[src/rtl/rf_write_arbiter.sv]
// Two-lane writeback arbiter for the single register-file write port, with per-lane hold buffers.
// Optional saturating statistics counters when RF_WRITE_ARB_STATS_EN is defined.
module rf_write_arbiter #(
  parameter int unsigned DATA_W = 32,
  parameter int unsigned REG_AW = 5
) (
  input  logic                     clk,
  input  logic                     rst_n,
  input  logic                     wb0_valid,
  input  logic [REG_AW-1:0]        wb0_reg,
  input  logic [DATA_W-1:0]        wb0_data,
  output logic                     wb0_ready,
  input  logic                     wb1_valid,
  input  logic [REG_AW-1:0]        wb1_reg,
  input  logic [DATA_W-1:0]        wb1_data,
  output logic                     wb1_ready,
  output logic [REG_AW-1:0]        rf_write_reg,
  output logic [DATA_W-1:0]        rf_write_data,
  output logic                     rf_write_enable,
  output logic [(2**REG_AW)-1:0]   pend_mask
`ifdef RF_WRITE_ARB_STATS_EN
  ,
  output logic [15:0]              stat_coalesce,
  output logic [15:0]              stat_stall
`endif
);

  logic              h0_valid_q, h0_valid_d;
  logic [REG_AW-1:0] h0_reg_q;
  logic [DATA_W-1:0] h0_data_q;
  logic              h1_valid_q, h1_valid_d;
  logic [REG_AW-1:0] h1_reg_q;
  logic [DATA_W-1:0] h1_data_q;
  // older_q=1 means hold1 holds the older entry; only meaningful when both holds are valid
  logic              older_q, older_d;

  logic grant0, grant1, coalesce;
  logic free0, free1;
  logic load0, load1;

  always_comb begin
    grant0   = 1'b0;
    grant1   = 1'b0;
    coalesce = 1'b0;
    if (h0_valid_q && h1_valid_q) begin
      if (h0_reg_q == h1_reg_q) begin
        // Same destination: only the younger value matters, the older one is dropped
        coalesce = 1'b1;
        grant0   = older_q;
        grant1   = !older_q;
      end else begin
        grant0 = !older_q;
        grant1 = older_q;
      end
    end else begin
      grant0 = h0_valid_q;
      grant1 = h1_valid_q;
    end
  end

  assign free0     = grant0 | coalesce;
  assign free1     = grant1 | coalesce;
  assign wb0_ready = !h0_valid_q | grant0;
  assign wb1_ready = !h1_valid_q | grant1;
  assign load0     = wb0_valid & wb0_ready & (wb0_reg != '0);
  assign load1     = wb1_valid & wb1_ready & (wb1_reg != '0);

  always_comb begin
    h0_valid_d = load0 | (h0_valid_q & !free0);
    h1_valid_d = load1 | (h1_valid_q & !free1);
    older_d    = 1'b0;
    if (h0_valid_d && h1_valid_d) begin
      if (load0 && load1) begin
        older_d = 1'b0;
      end else if (load0) begin
        older_d = 1'b1;
      end else if (load1) begin
        older_d = 1'b0;
      end else begin
        older_d = older_q;
      end
    end
  end

  always_ff @(posedge clk or negedge rst_n) begin
    if (!rst_n) begin
      h0_valid_q <= 1'b0;
      h0_reg_q   <= '0;
      h0_data_q  <= '0;
      h1_valid_q <= 1'b0;
      h1_reg_q   <= '0;
      h1_data_q  <= '0;
      older_q    <= 1'b0;
    end else begin
      h0_valid_q <= h0_valid_d;
      h1_valid_q <= h1_valid_d;
      older_q    <= older_d;
      if (load0) begin
        h0_reg_q  <= wb0_reg;
        h0_data_q <= wb0_data;
      end
      if (load1) begin
        h1_reg_q  <= wb1_reg;
        h1_data_q <= wb1_data;
      end
    end
  end

  always_ff @(posedge clk or negedge rst_n) begin
    if (!rst_n) begin
      rf_write_enable <= 1'b0;
      rf_write_reg    <= '0;
      rf_write_data   <= '0;
    end else begin
      rf_write_enable <= grant0 | grant1;
      if (grant0) begin
        rf_write_reg  <= h0_reg_q;
        rf_write_data <= h0_data_q;
      end else if (grant1) begin
        rf_write_reg  <= h1_reg_q;
        rf_write_data <= h1_data_q;
      end
    end
  end

  always_comb begin
    pend_mask = '0;
    if (h0_valid_q) pend_mask[h0_reg_q] = 1'b1;
    if (h1_valid_q) pend_mask[h1_reg_q] = 1'b1;
    if (rf_write_enable) pend_mask[rf_write_reg] = 1'b1;
  end

`ifdef RF_WRITE_ARB_STATS_EN
  logic [15:0] coal_cnt_q;
  logic [15:0] stall_cnt_q;
  logic        stall;

  assign stall = (wb0_valid & !wb0_ready) | (wb1_valid & !wb1_ready);

  always_ff @(posedge clk or negedge rst_n) begin
    if (!rst_n) begin
      coal_cnt_q  <= '0;
      stall_cnt_q <= '0;
    end else begin
      if (coalesce && (coal_cnt_q != 16'hFFFF)) coal_cnt_q <= coal_cnt_q + 16'd1;
      if (stall && (stall_cnt_q != 16'hFFFF)) stall_cnt_q <= stall_cnt_q + 16'd1;
    end
  end

  assign stat_coalesce = coal_cnt_q;
  assign stat_stall    = stall_cnt_q;
`endif

endmodule

[config.mk]
export PLATFORM = sky130hd
export DESIGN_NAME = rf_write_arbiter
export DESIGN_NICKNAME = d
export VERILOG_FILES = /design/src/rtl/rf_write_arbiter.sv
export SDC_FILE = /design/constraint.sdc
export NUM_CORES = 1
export LEC_CHECK = 0
export ABC_AREA = 1
export BUFFER_PORTS_ARGS = -buffer_cell sky130_fd_sc_hd__buf_2
export CELL_PAD_IN_SITES_DETAIL_PLACEMENT = 0
export CELL_PAD_IN_SITES_GLOBAL_PLACEMENT = 2
export CORE_ASPECT_RATIO = 0.5
export CORE_MARGIN = 1.5
export CORE_UTILIZATION = 33
export CTS_BUF_LIST = sky130_fd_sc_hd__clkbuf_8
export DETAILED_ROUTE_END_ITERATION = 7
export GPL_TIMING_DRIVEN = 0
export PLACE_DENSITY_LB_ADDON = 0.3
export RECOVER_POWER = 50
export SKIP_CTS_REPAIR_TIMING = 1
export SLEW_MARGIN = 20
export SYNTH_ARGS = -nofsm -noshare
export SYNTH_HDL_FRONTEND = slang
export SYNTH_SLANG_ARGS = --single-unit
[constraint.sdc]
create_clock -name clk -period 2.74 [get_ports clk]
set_clock_uncertainty 0.05 [all_clocks]
set_input_delay 0.274 -clock clk [delete_from_list [all_inputs] [get_ports clk]]
set_output_delay 0.274 -clock clk [all_outputs]
set_load 0.01 [all_outputs]
# Yosys cells after proc, flatten, opt, wreduce, memory -nomap -nowiden
# Index checks and enable logic that the tools add are counted.
# W data, S select, Z words.
[op_classes]
order_cmp = 6
eq_ne = 2
mux = 23
bitwise = 15
n_reduce_logical = 14
[op_table]
columns = ["op", "n"]
rows = [
  ["$mux W32", 5],
  ["$or A32 B32 Y32", 2],
  ["$lt A5 B6 Y1 const B", 3],
  ["$demux W1 S5", 3],
  ["$ge A5 B1 Y1 const B", 3],
  ["$mux W1", 13],
  ["$mux W5", 2],
  ["$reduce_bool A5 Y1", 2],
  ["$or A1 B1 Y1", 7],
  ["$and A1 B1 Y1", 6],
  ["$logic_and A1 B1 Y1", 6],
  ["$eq A5 B5 Y1", 1],
  ["$logic_not A1 Y1", 5],
  ["$ne A4 B3 Y1 const B", 1],
  ["$reduce_bool A2 Y1", 1],
]
[word_totals]
regBits = 115
inputBits = 78
out_inout_bits = 72
wordCells = 70

# Depth between registers and ports, before layout
# Gate-level depths: netlist of the first run.
[logic_depth]
ltp_word = 10
ltp_mapped = 13
ltp_nobuf = 10

# Worst setup path before layout of the first run
# OpenSTA, ideal clock, no wires.
[synth_path]
kind = "reg2out"
startpoint = "register h1_reg_q[4]"
endpoint = "output wb1_ready"
arrival_time_ps = 1374
required_time_ps = 2416
setup_slack_ps = 1042
stages_incl_launch_ff = 8
path_buffers = 3
cell_sequence = "dfrtp_1 > buf_2 > xnor2_1 > nand3_2 > nand2_1 > nand3_2 > buf_6 > buf_2"
[synth_between]
elab_chain_cells = 4
[synth_rtl]
columns = ["item", "line", "source"]
rows = [
  ["start, declared", "32", "logic [REG_AW-1:0] h1_reg_q;"],
  ["start signal, assigned", "103", "h1_reg_q <= wb1_reg;"],
  ["$eq A5 B5 Y1", "46", "if (h0_reg_q == h1_reg_q) begin"],
  ["$mux W1", "46", ""],
  ["$mux W1", "45", "if (h0_valid_q && h1_valid_q) begin"],
  ["$or A1 B1 Y1", "64", "assign wb1_ready = !h1_valid_q | grant1;"],
  ["end, declared", "16", "output logic wb1_ready,"],
]
# No other way between the ends.

# Final worst setup path of the first run
# Ends and elaborated chain as after synthesis.

==> metrics.md, run 1 <==
| Metric | Value |
|---|---|
| H-tree levels | 4 |
| Overall Global Routing Usage | 0.209 |
| Max-cap violation count | 0 |
| Die width | 194 um |
| Regs by FF count | h0_data_q: 32 flops, h1_data_q: 32 flops, rf_write_data: 32 flops |
| Routability congestion estimate | 0.844 |
| Startpoint Class | flip-flop |
| Rel. slew slack | 0.196 |
| Grt total ovfl | 0 |
| Place WS | 475 ps |
| Clock slew at reported path FFs | 80 ps |
| DRC viols | 10 |
| Area fraction in compound gates after synthesis | 0.00456 |
| Delay-heaviest family, CP | buffers and inverters |
| Crit path depth | 8 |
| HPWL after DPL | 14.6 mm |
| ANT nets after route | 0 |
| DRT Pass-1 Iters | 7 |
| Worst Tran Pin Value | 1210 ps |
| Critical path's largest stage delay | 350 ps |
| Core ar. | 17600 um^2 |
| Status | complete, but fails checks |
| Most common cell after layout, fill and taps aside | nand2_1 |
| Clk buf depth | 2 |
| Row count | 34 |
| Post-synthesis adder-cell area fraction | 0 |
| Hold path startpoint | wb0_data[7] |
| Area delta synth->final | 24.4% |
| Number of synthesized register bits | 115 |
| R2r worst-path depth | 9 |
| Crit path arrival time | 2210 ps |
| Num CTS Buffers | 17 |
| Syn nets | 911 |
| Largest family of logic cells by synthesized area | simple AND/OR/NAND/NOR gates |
| First-pass GRT wire length | 31.4 mm |
| Worst Setup EP | wb1_ready |
| Die area | 19100 um^2 |
| Clock Root Buffer | clkbuf_8 |
| Initial Utilization | 0.342 |
| PwrDens | 795 nW/um^2 |
| R2R Path End | h0_data_q[14] |
| CTS tree | built |
| RSZ-0062 raised after global routing | no |
| IO Port Bufs | 149 |
| Via-to-Cell Ratio | 4.85 |
| Clk Latency, worst-skew pair | 420 ps |
| Setup WS post-layout | 203 ps |
| Cell Area, Synth | 6030 um^2 |
| Crit-path max FO | 10 |
| Fraction of synthesized area in multiplexers | 0 |
| ANT cells | 0 |
| Post-synthesis simple-gate area fraction | 0.434 |
| Share of cells above drive strength 1 | 0.193 |
| Worst-path cell chain | buf_2, xnor2_1, nand3_2, nand2_1, nand3_2, buf_6, buf_2, buf_2 |
| IO Count | 150 |
| Commonest cells after routing, fill and taps aside | nand2_1, nand3_1, buf_2 |
| Routed wire length | 19.5 mm |
| Max Slew Vio Count | 0 |
| Vias | 6062 |
| Endpoints failing hold | 0 |
| Post-synthesis sequential area ratio | 0.477 |
| Clock Sinks | 115 |
| # setup viols final | 0 |
| Worst r2r src | h1_reg_q[4] |
| CP max-delay cell | dfrtp_1 |
| Fin util | 0.426 |
| Syn avg cell area | 7.24 um^2 |
| Worst Setup SP | h1_reg_q[4] |
| Peak supply drop | 0.000331 V |
| Largest net degree at the start of global routing | 70 |
| Post-Syn Instances | 833 |
| Wirelength per Cell | 15.6 um |
| Ys Warns | 0 |
| LEAKAGE | 4.08 nW |
| Synth Area in XOR/XNOR | 0.00145 |
| Worst Path Buf+Inv | 4 |
| Final #Nets | 1082 |
| Die Height | 98.6 um |
| Fmax | 394 MHz |
| Critical Path Sink Type | primary output |
| Netlist cell types | 23 |
| Hold/Removal Path Class | in2reg |
| Antenna violations before repair | 0 |
| Vias in the first global route | 5837 |
| FF-to-FF setup slack | 660 ps |
| Failing checks | design-rule violations |
| Cell mode on critical path | buf_2 |
| Fill count | 1950 |
| Final period utilization | 0.926 |
| Tmin final | 2540 ps |
| DRT iter0 DRCs | 400 |
| WHS | 19.8 ps |
| Critical Path RT | 2420 ps |
| Crit path kind | reg2out |
[cell families (layout without fill, tap and decap cells)]
logic type             count (synthesis)  after routing
buffers and inverters                112            295
AO/OA/AOI/OAI                          5              5
flip-flops                           115            115
XOR/XNOR                               1              1
AND/OR/NAND/NOR                      600            600
[layer usage]
| layer | share of wire | vias up | routed length, um | global-route usage |
|---|---|---|---|---|
| li1 | - | 3026 | - | - |
| met1 | 0.51 | 2870 | 9890 | 0.301 |
| met2 | 0.44 | 145 | 8500 | 0.325 |
| met3 | 0.041 | 21 | 797 | 0.0332 |
| met4 | 0.014 | 0 | 274 | 0.0631 |
| met5 | 0 | - | 0 | 0 |
[worst min-delay path by stage]
stage / to / cells after the start
2_1_floorplan: h0_data_q[0] / 0
4_1_cts: h0_data_q[6] / 1
5_1_grt: h0_data_q[6] / 3
3_3_place_gp: h0_data_q[16] / 2
6_report: h0_data_q[7] / 3
3_5_place_dp: h0_data_q[6] / 1
[worst register-to-register path, delay by kind of cell (launching register included)]
kind / cells / cell delay, ps
AND/OR/NAND/NOR: 6 / 860
buffers and inverters: 2 / 440
flip-flops: 1 / 350
XOR/XNOR: 1 / 300
[layout make-up]
| class | instances | area, um^2 | area share |
|---|---|---|---|
| Sequential cell | 115 | 2880 | 0.384 |
| Multi-Input combinational cell | 606 | 2690 | 0.358 |
| Timing Repair Buffer | 152 | 751 | 0.100 |
| Tap cell | 234 | 293 | 0.0390 |
| Buffer | 50 | 269 | 0.0359 |
| Clock buffer | 17 | 234 | 0.0312 |
| Inverter | 62 | 233 | 0.0310 |
| Clock inverter | 14 | 156 | 0.0208 |
[cells in the mapped netlist]
cell type	n	area, um^2
nand2_1	368	1380
buf_6	4	45.0
clkbuf_1	21	78.8
nand2_2	2	12.5
nor2_1	8	30.0
xnor2_1	1	8.76
o21ai_1	1	5.00
dfrtp_1	115	2880
nand3_4	1	17.5
nor3_1	33	165
o21ai_0	3	15.0
nand3_2	3	30.0
inv_2	5	18.8
nor2_2	2	12.5
buf_1	3	11.3
nand3b_1	1	7.51
nand3_1	143	716
nand4_1	39	244
buf_2	13	65.1
buf_4	9	67.6
inv_1	56	210
o31ai_1	1	7.51
clkinv_1	1	3.75
[report_power, final]
group          internal, mW  total, mW  switching (mW)
Sequential             2.11       2.42           0.306
Combinational         0.652       1.97            1.32
Clock                 0.813       1.57           0.755
[stage by stage]
stage	TNS [ps]	std cells	instance area [um^2]	total power, mW
after global routing	0	1250	7500	6.40
after detailed placement	0	1217	7110	4.47
after CTS	0	1248	7500	6.05
after floorplan	0	833	6030	3.61
after global placement	-14660	1216	7070	4.43
final	0	1250	7500	5.96
Power figures use the tool's default switching activity.
==> run 2, diff against run 1 <==
Settings changed: CAP_MARGIN set to 5, PLACE_DENSITY set to 0.95, PLACE_DENSITY_LB_ADDON 0.3 to not set.
==> run 2 against run 1 <==
The flow finishes with violations (design-rule violations, max-capacitance violations, max-slew violations). First-iteration DRC count is 2.8% higher. Non-clock buffer count unchanged. Maximum frequency down 1.5%. Power shrank 2.1%.
==> metrics.md, run 2 (synthesis results as in run 1) <==
| Metric | Value |
|---|---|
| Overall Global Routing Usage | 0.202 |
| Startpoint Class | flip-flop |
| Wirelength per Cell | 15.1 um |
| Area of the multi-input gates | 2680 um^2 |
| Status | complete, but fails checks |
| Crit-path max FO | 10 |
| Max Slew Vio Count | 64 |
| Fill count | 1931 |
| Crit path kind | reg2out |
| Routed wire length | 18.9 mm |
| DRT Pass-1 Iters | 7 |
| # setup viols final | 0 |
| Vias | 6171 |
| Cells after DPL | 1217 |
| Placed inst area | 7110 um^2 |
| Finished Cell Area | 7460 um^2 |
| Final #Nets | 1082 |
| Fmax | 388 MHz |
| Worst Hold End | h0_data_q[11] |
| Fin util | 0.424 |
| ANT nets after route | 0 |
| Met3 Use GR | 0.0441 |
| Critical Path Sink Type | primary output |
| M2 GR Usage | 0.327 |
| Die width | 194 um |
| Initial Utilization | 0.342 |
| Cell count of the worst hold path | 3 |
| Num CTS Buffers | 17 |
| Setup WS post-layout | 165 ps |
| Final period utilization | 0.940 |
| Clk buf depth | 2 |
| Max-cap violation count | 1 |
| Via-to-Cell Ratio | 4.93 |
| HPWL after DPL | 14.2 mm |
| DRT iter0 DRCs | 411 |
| Sequential share of power | 0.415 |
| DRC viols | 8 |
| Commonest cells after routing, fill and taps aside | nand2_1, nand3_1, buf_2 |
| Critical Path RT | 2420 ps |
| Clock Root Buffer | clkbuf_8 |
| IO Port Bufs | 149 |
| Switching pwr | 2.42 mW |
| First-pass GRT wire length | 30.5 mm |
| Failing checks | design-rule violations, max-capacitance violations, max-slew violations |
| Die Height | 98.6 um |
| Routability congestion estimate | 0.855 |
| Clock slew at reported path FFs | 90 ps |
| Area delta synth->final | 23.7% |
| Rel. slew slack | -0.136 |
| FF-to-FF setup slack | 720 ps |
| Hold path startpoint | wb0_data[11] |
| Worst Tran Pin Value | 1700 ps |
| Grt met1 use | 0.275 |
| CTS tree | built |
| Place WS | 469 ps |
| Antenna violations before repair | 1 |
| Crit path arrival time | 2250 ps |
| Grt total ovfl | 0 |
| Clk Latency, worst-skew pair | 440 ps |
| R2R Path End | rf_write_data[24] |
| IO Count | 150 |
| ANT cells | 0 |
| Setup TNS | 0 ps |
| Hold/Removal Path Class | in2reg |
| Tmin final | 2570 ps |
| RSZ-0062 raised after global routing | yes |
| LEAKAGE | 4.07 nW |
| Clock Sinks | 115 |
| Internal power | 3.41 mW |
| Clock network power share | 0.249 |
| H-tree levels | 4 |
| Row count | 34 |
| Peak supply drop | 0.000342 V |
| Vias in the first global route | 5964 |
| PwrDens | 782 nW/um^2 |
| Logic pwr share | 0.336 |
| Share of cells above drive strength 1 | 0.192 |
| Regs by FF count | h0_data_q: 32 flops, h1_data_q: 32 flops, rf_write_data: 32 flops |
| Core ar. | 17600 um^2 |
| Grt peak-use layer | met2 |
| Area occupied by registers | 2880 um^2 |
| R2r worst-path depth | 9 |
| Die area | 19100 um^2 |
| Most common cell after layout, fill and taps aside | nand2_1 |
| Endpoints failing hold | 0 |
| Largest net degree at the start of global routing | 65 |
| Layout Cells excl Fill | 1251 |
| Sw Share | 0.416 |
| Worst r2r src | h1_reg_q[4] |
-- run 2: changes by cell type in the layout (fill, tap and decap cells not counted), sizes merged --
| cell | previous run | this run |
|---|---|---|
| clkbuf | 73 | 72 |
| inv | 64 | 69 |
| buf | 144 | 145 |
| clkinvlp | 4 | 2 |
| bufinv | 2 | 0 |
-- run 2: worst max-delay path by stage --
stage	start	end	slack, ps	cells after the start
finish	h1_reg_q[4]	wb1_ready	170	8
global route	h1_valid_q	pend_mask[19]	-30	6
CTS	h1_valid_q	pend_mask[3]	-6	6
detailed placement	h1_valid_q	pend_mask[3]	470	6
global placement	rst_n	h0_data_q[27]	-110	1
floorplan	h1_reg_q[4]	wb1_ready	1040	7
-- run 2: area by class of cell --
type                            instances  share of cell area
Multi-Input combinational cell        606               0.360
Timing Repair Buffer                  152               0.101
Sequential cell                       115               0.386
Clock inverter                         15              0.0163
Buffer                                 50              0.0359
Clock buffer                           17              0.0314
Tap cell                              234              0.0392
Inverter                               62              0.0312
-- run 2: through the flow --
stage | hold WS (ps) | power (mW)
floorplan | -71.6 | 3.61
global placement | 406 | 4.41
detailed placement | 275 | 4.46
CTS | -212 | 5.92
global route | 5.05 | 6.23
finish | 6.26 | 5.83
-- run 2: layer usage --
layer  wire [um]  part of all wire
met1        9080              0.48
met2        8700              0.46
met4         183            0.0097
met5           0                 0
met3         902             0.048
-- run 2: worst max-delay path: stages, from the launching register on --
cell	delay, ps
dfrtp_1	350
buf_2	180
xnor2_1	310
nand3_2	150
nand2_1	90
nand3_2	170
buf_6	210
buf_2	190
buf_2	160
-- run 2: power groups by stage --
stage	logic [mW]	registers, mW	clock network [mW]
after floorplan	1.14	2.46	0
after global placement	1.97	2.44	0
after detailed placement	2.02	2.44	0
after CTS	2.02	2.41	1.48
after global routing	2.20	2.48	1.56
final	1.96	2.42	1.45
==> run 3, diff against run 2 <==
Settings changed: CORE_MARGIN 1.5 to not set.
==> run 3 against run 2 <==
The flow now finishes without violations. Non-clock buffer count unchanged. Core utilization grew 0.11 points. Global-route usage is 0.62 points higher. Worst hold slack got worse by 1.6 ps. Cell area up 0.25%. Die area is 1.5% lower. Sequential share of layout area down 0.063 points. Wire length is 0.30% lower. Sequential power barely moved. Combinational power hardly changed. Clock power is 9% higher. Highest routed layer unchanged.
==> metrics.md, run 3 (synthesis results as in run 1) <==
| Metric | Value |
|---|---|
| ANT cells | 0 |
| Initial Utilization | 0.342 |
| Worst Path Buf+Inv | 2 |
| Max-cap violation count | 0 |
| Routed wire length | 18.8 mm |
| Wirelength per Cell | 15.0 um |
| Area of the multi-input gates | 2690 um^2 |
| Routability congestion estimate | 0.863 |
| Area occupied by registers | 2880 um^2 |
| Num CTS Buffers | 17 |
| Grt peak-use layer | met2 |
| Endpoints failing hold | 0 |
| RSZ-0062 raised after global routing | no |
| Row count | 34 |
| Clock Sinks | 115 |
| Tmin final | 2600 ps |
| Commonest cells after routing, fill and taps aside | nand2_1, nand3_1, buf_2 |
| Worst-path cell chain | clkbuf_1, nand2_1, nor2_2, nand2_1, nand3_1, buf_2 |
| Via-to-Cell Ratio | 4.88 |
| IO Port Bufs | 149 |
| Cell mode on critical path | nand2_1 |
| Critical path's largest stage delay | 450 ps |
| Fill count | 1925 |
| IO Count | 150 |
| Place WS | 450 ps |
| Vias in the first global route | 6002 |
| DRT iter0 DRCs | 343 |
| DRC viols | 0 |
| Die Height | 97.6 um |
| Hold/Removal Path Class | in2reg |
| Die area | 18900 um^2 |
| Most common cell after layout, fill and taps aside | nand2_1 |
| Clk buf depth | 2 |
| Crit path arrival time | 2280 ps |
| Fin util | 0.425 |
| Rel. slew slack | 0.260 |
| Met3 Use GR | 0.0473 |
| Critical Path RT | 2420 ps |
| First-pass GRT wire length | 30.5 mm |
| Area delta synth->final | 24.0% |
| Startpoint Class | flip-flop |
| CP max-delay cell | nor2_2 |
| Setup TNS | 0 ps |
| Setup WS post-layout | 135 ps |
| Share of cells above drive strength 1 | 0.193 |
| Final #Nets | 1082 |
| Status | finished, final reports clean |
| Regs by FF count | h0_data_q: 32 flops, h1_data_q: 32 flops, rf_write_data: 32 flops |
| Clock slew at reported path FFs | 90 ps |
| Final period utilization | 0.951 |
| Fmax | 384 MHz |
| Core ar. | 17600 um^2 |
| Overall Global Routing Usage | 0.208 |
| Clock Root Buffer | clkbuf_8 |
| Crit-path max FO | 10 |
| ANT nets after route | 0 |
| Clk Latency, worst-skew pair | 440 ps |
| Critical Path Sink Type | primary output |
| # setup viols final | 0 |
| DRT Pass-1 Iters | 7 |
| PwrDens | 797 nW/um^2 |
| HPWL after DPL | 14.2 mm |
| Crit path kind | reg2out |
| Grt met1 use | 0.285 |
| Largest net degree at the start of global routing | 73 |
| Delay-heaviest family, CP | simple AND/OR/NAND/NOR gates |
| Vias | 6110 |
| H-tree levels | 4 |
| Grt total ovfl | 0 |
| Antenna violations before repair | 1 |
| FF-to-FF setup slack | 710 ps |
| Max Slew Vio Count | 0 |
| Tot Pwr | 5.96 mW |
| M2 GR Usage | 0.332 |
| Die width | 193 um |
| CTS tree | built |
| LEAKAGE | 4.07 nW |
| WHS | 4.66 ps |
| Worst Tran Pin Value | 1100 ps |
| Peak supply drop | 0.000342 V |
==> run 3: changes by cell type in the layout (fill, tap and decap cells not counted), sizes merged <==
cell	change
inv	-4
buf	-2
clkinv	-1
bufinv	+2
clkinvlp	+3
clkbuf	+2
==> run 3: where the power goes <==
part	leakage, nW	switching, mW	total, mW	internal [mW]
clock network	0.185	0.771	1.58	0.813
logic	2.47	1.30	1.95	0.650
registers	1.41	0.314	2.43	2.11
==> run 3: stage by stage <==
| stage | instances | instance area [um^2] |
|---|---|---|
| after global placement | 1216 | 7070 |
| after floorplan | 833 | 6030 |
| after global routing | 1251 | 7480 |
| after detailed placement | 1217 | 7110 |
| after CTS | 1249 | 7500 |
| final | 1251 | 7480 |
==> run 3: worst paths after layout <==
path,from,endpoint,cells past startpoint
worst max-delay path,h1_valid_q,pend_mask[15],6
worst min-delay path,wb0_data[5],h0_data_q[5],3
worst max register to register,h0_reg_q[3],h0_data_q[12],12
worst min register to register,h1_data_q[11],h1_data_q[11],2
max in group asynchronous,rst_n,h1_data_q[14],3
min in group asynchronous,rst_n,h0_reg_q[3],2
==> run 3: final cells by class <==
class | instances | area share
multi-input cells | 606 | 0.359
inverters | 62 | 0.0311
flip-flops and latches | 115 | 0.385
clock inverters | 15 | 0.0209
plain buffers | 50 | 0.0358
well taps | 234 | 0.0391
clock buffers | 17 | 0.0313
repair buffers | 152 | 0.0977
==> run 3: per-layer routing <==
metal,share of wire,wire length [um]
met1,0.48,9070
met2,0.46,8590
met3,0.048,906
met4,0.013,243
met5,0,0
==> run 3: worst min-delay path, cell delays in order <==
cell and delay [ps]:
buf_2 80, nand3_1 60, nand2_1 60
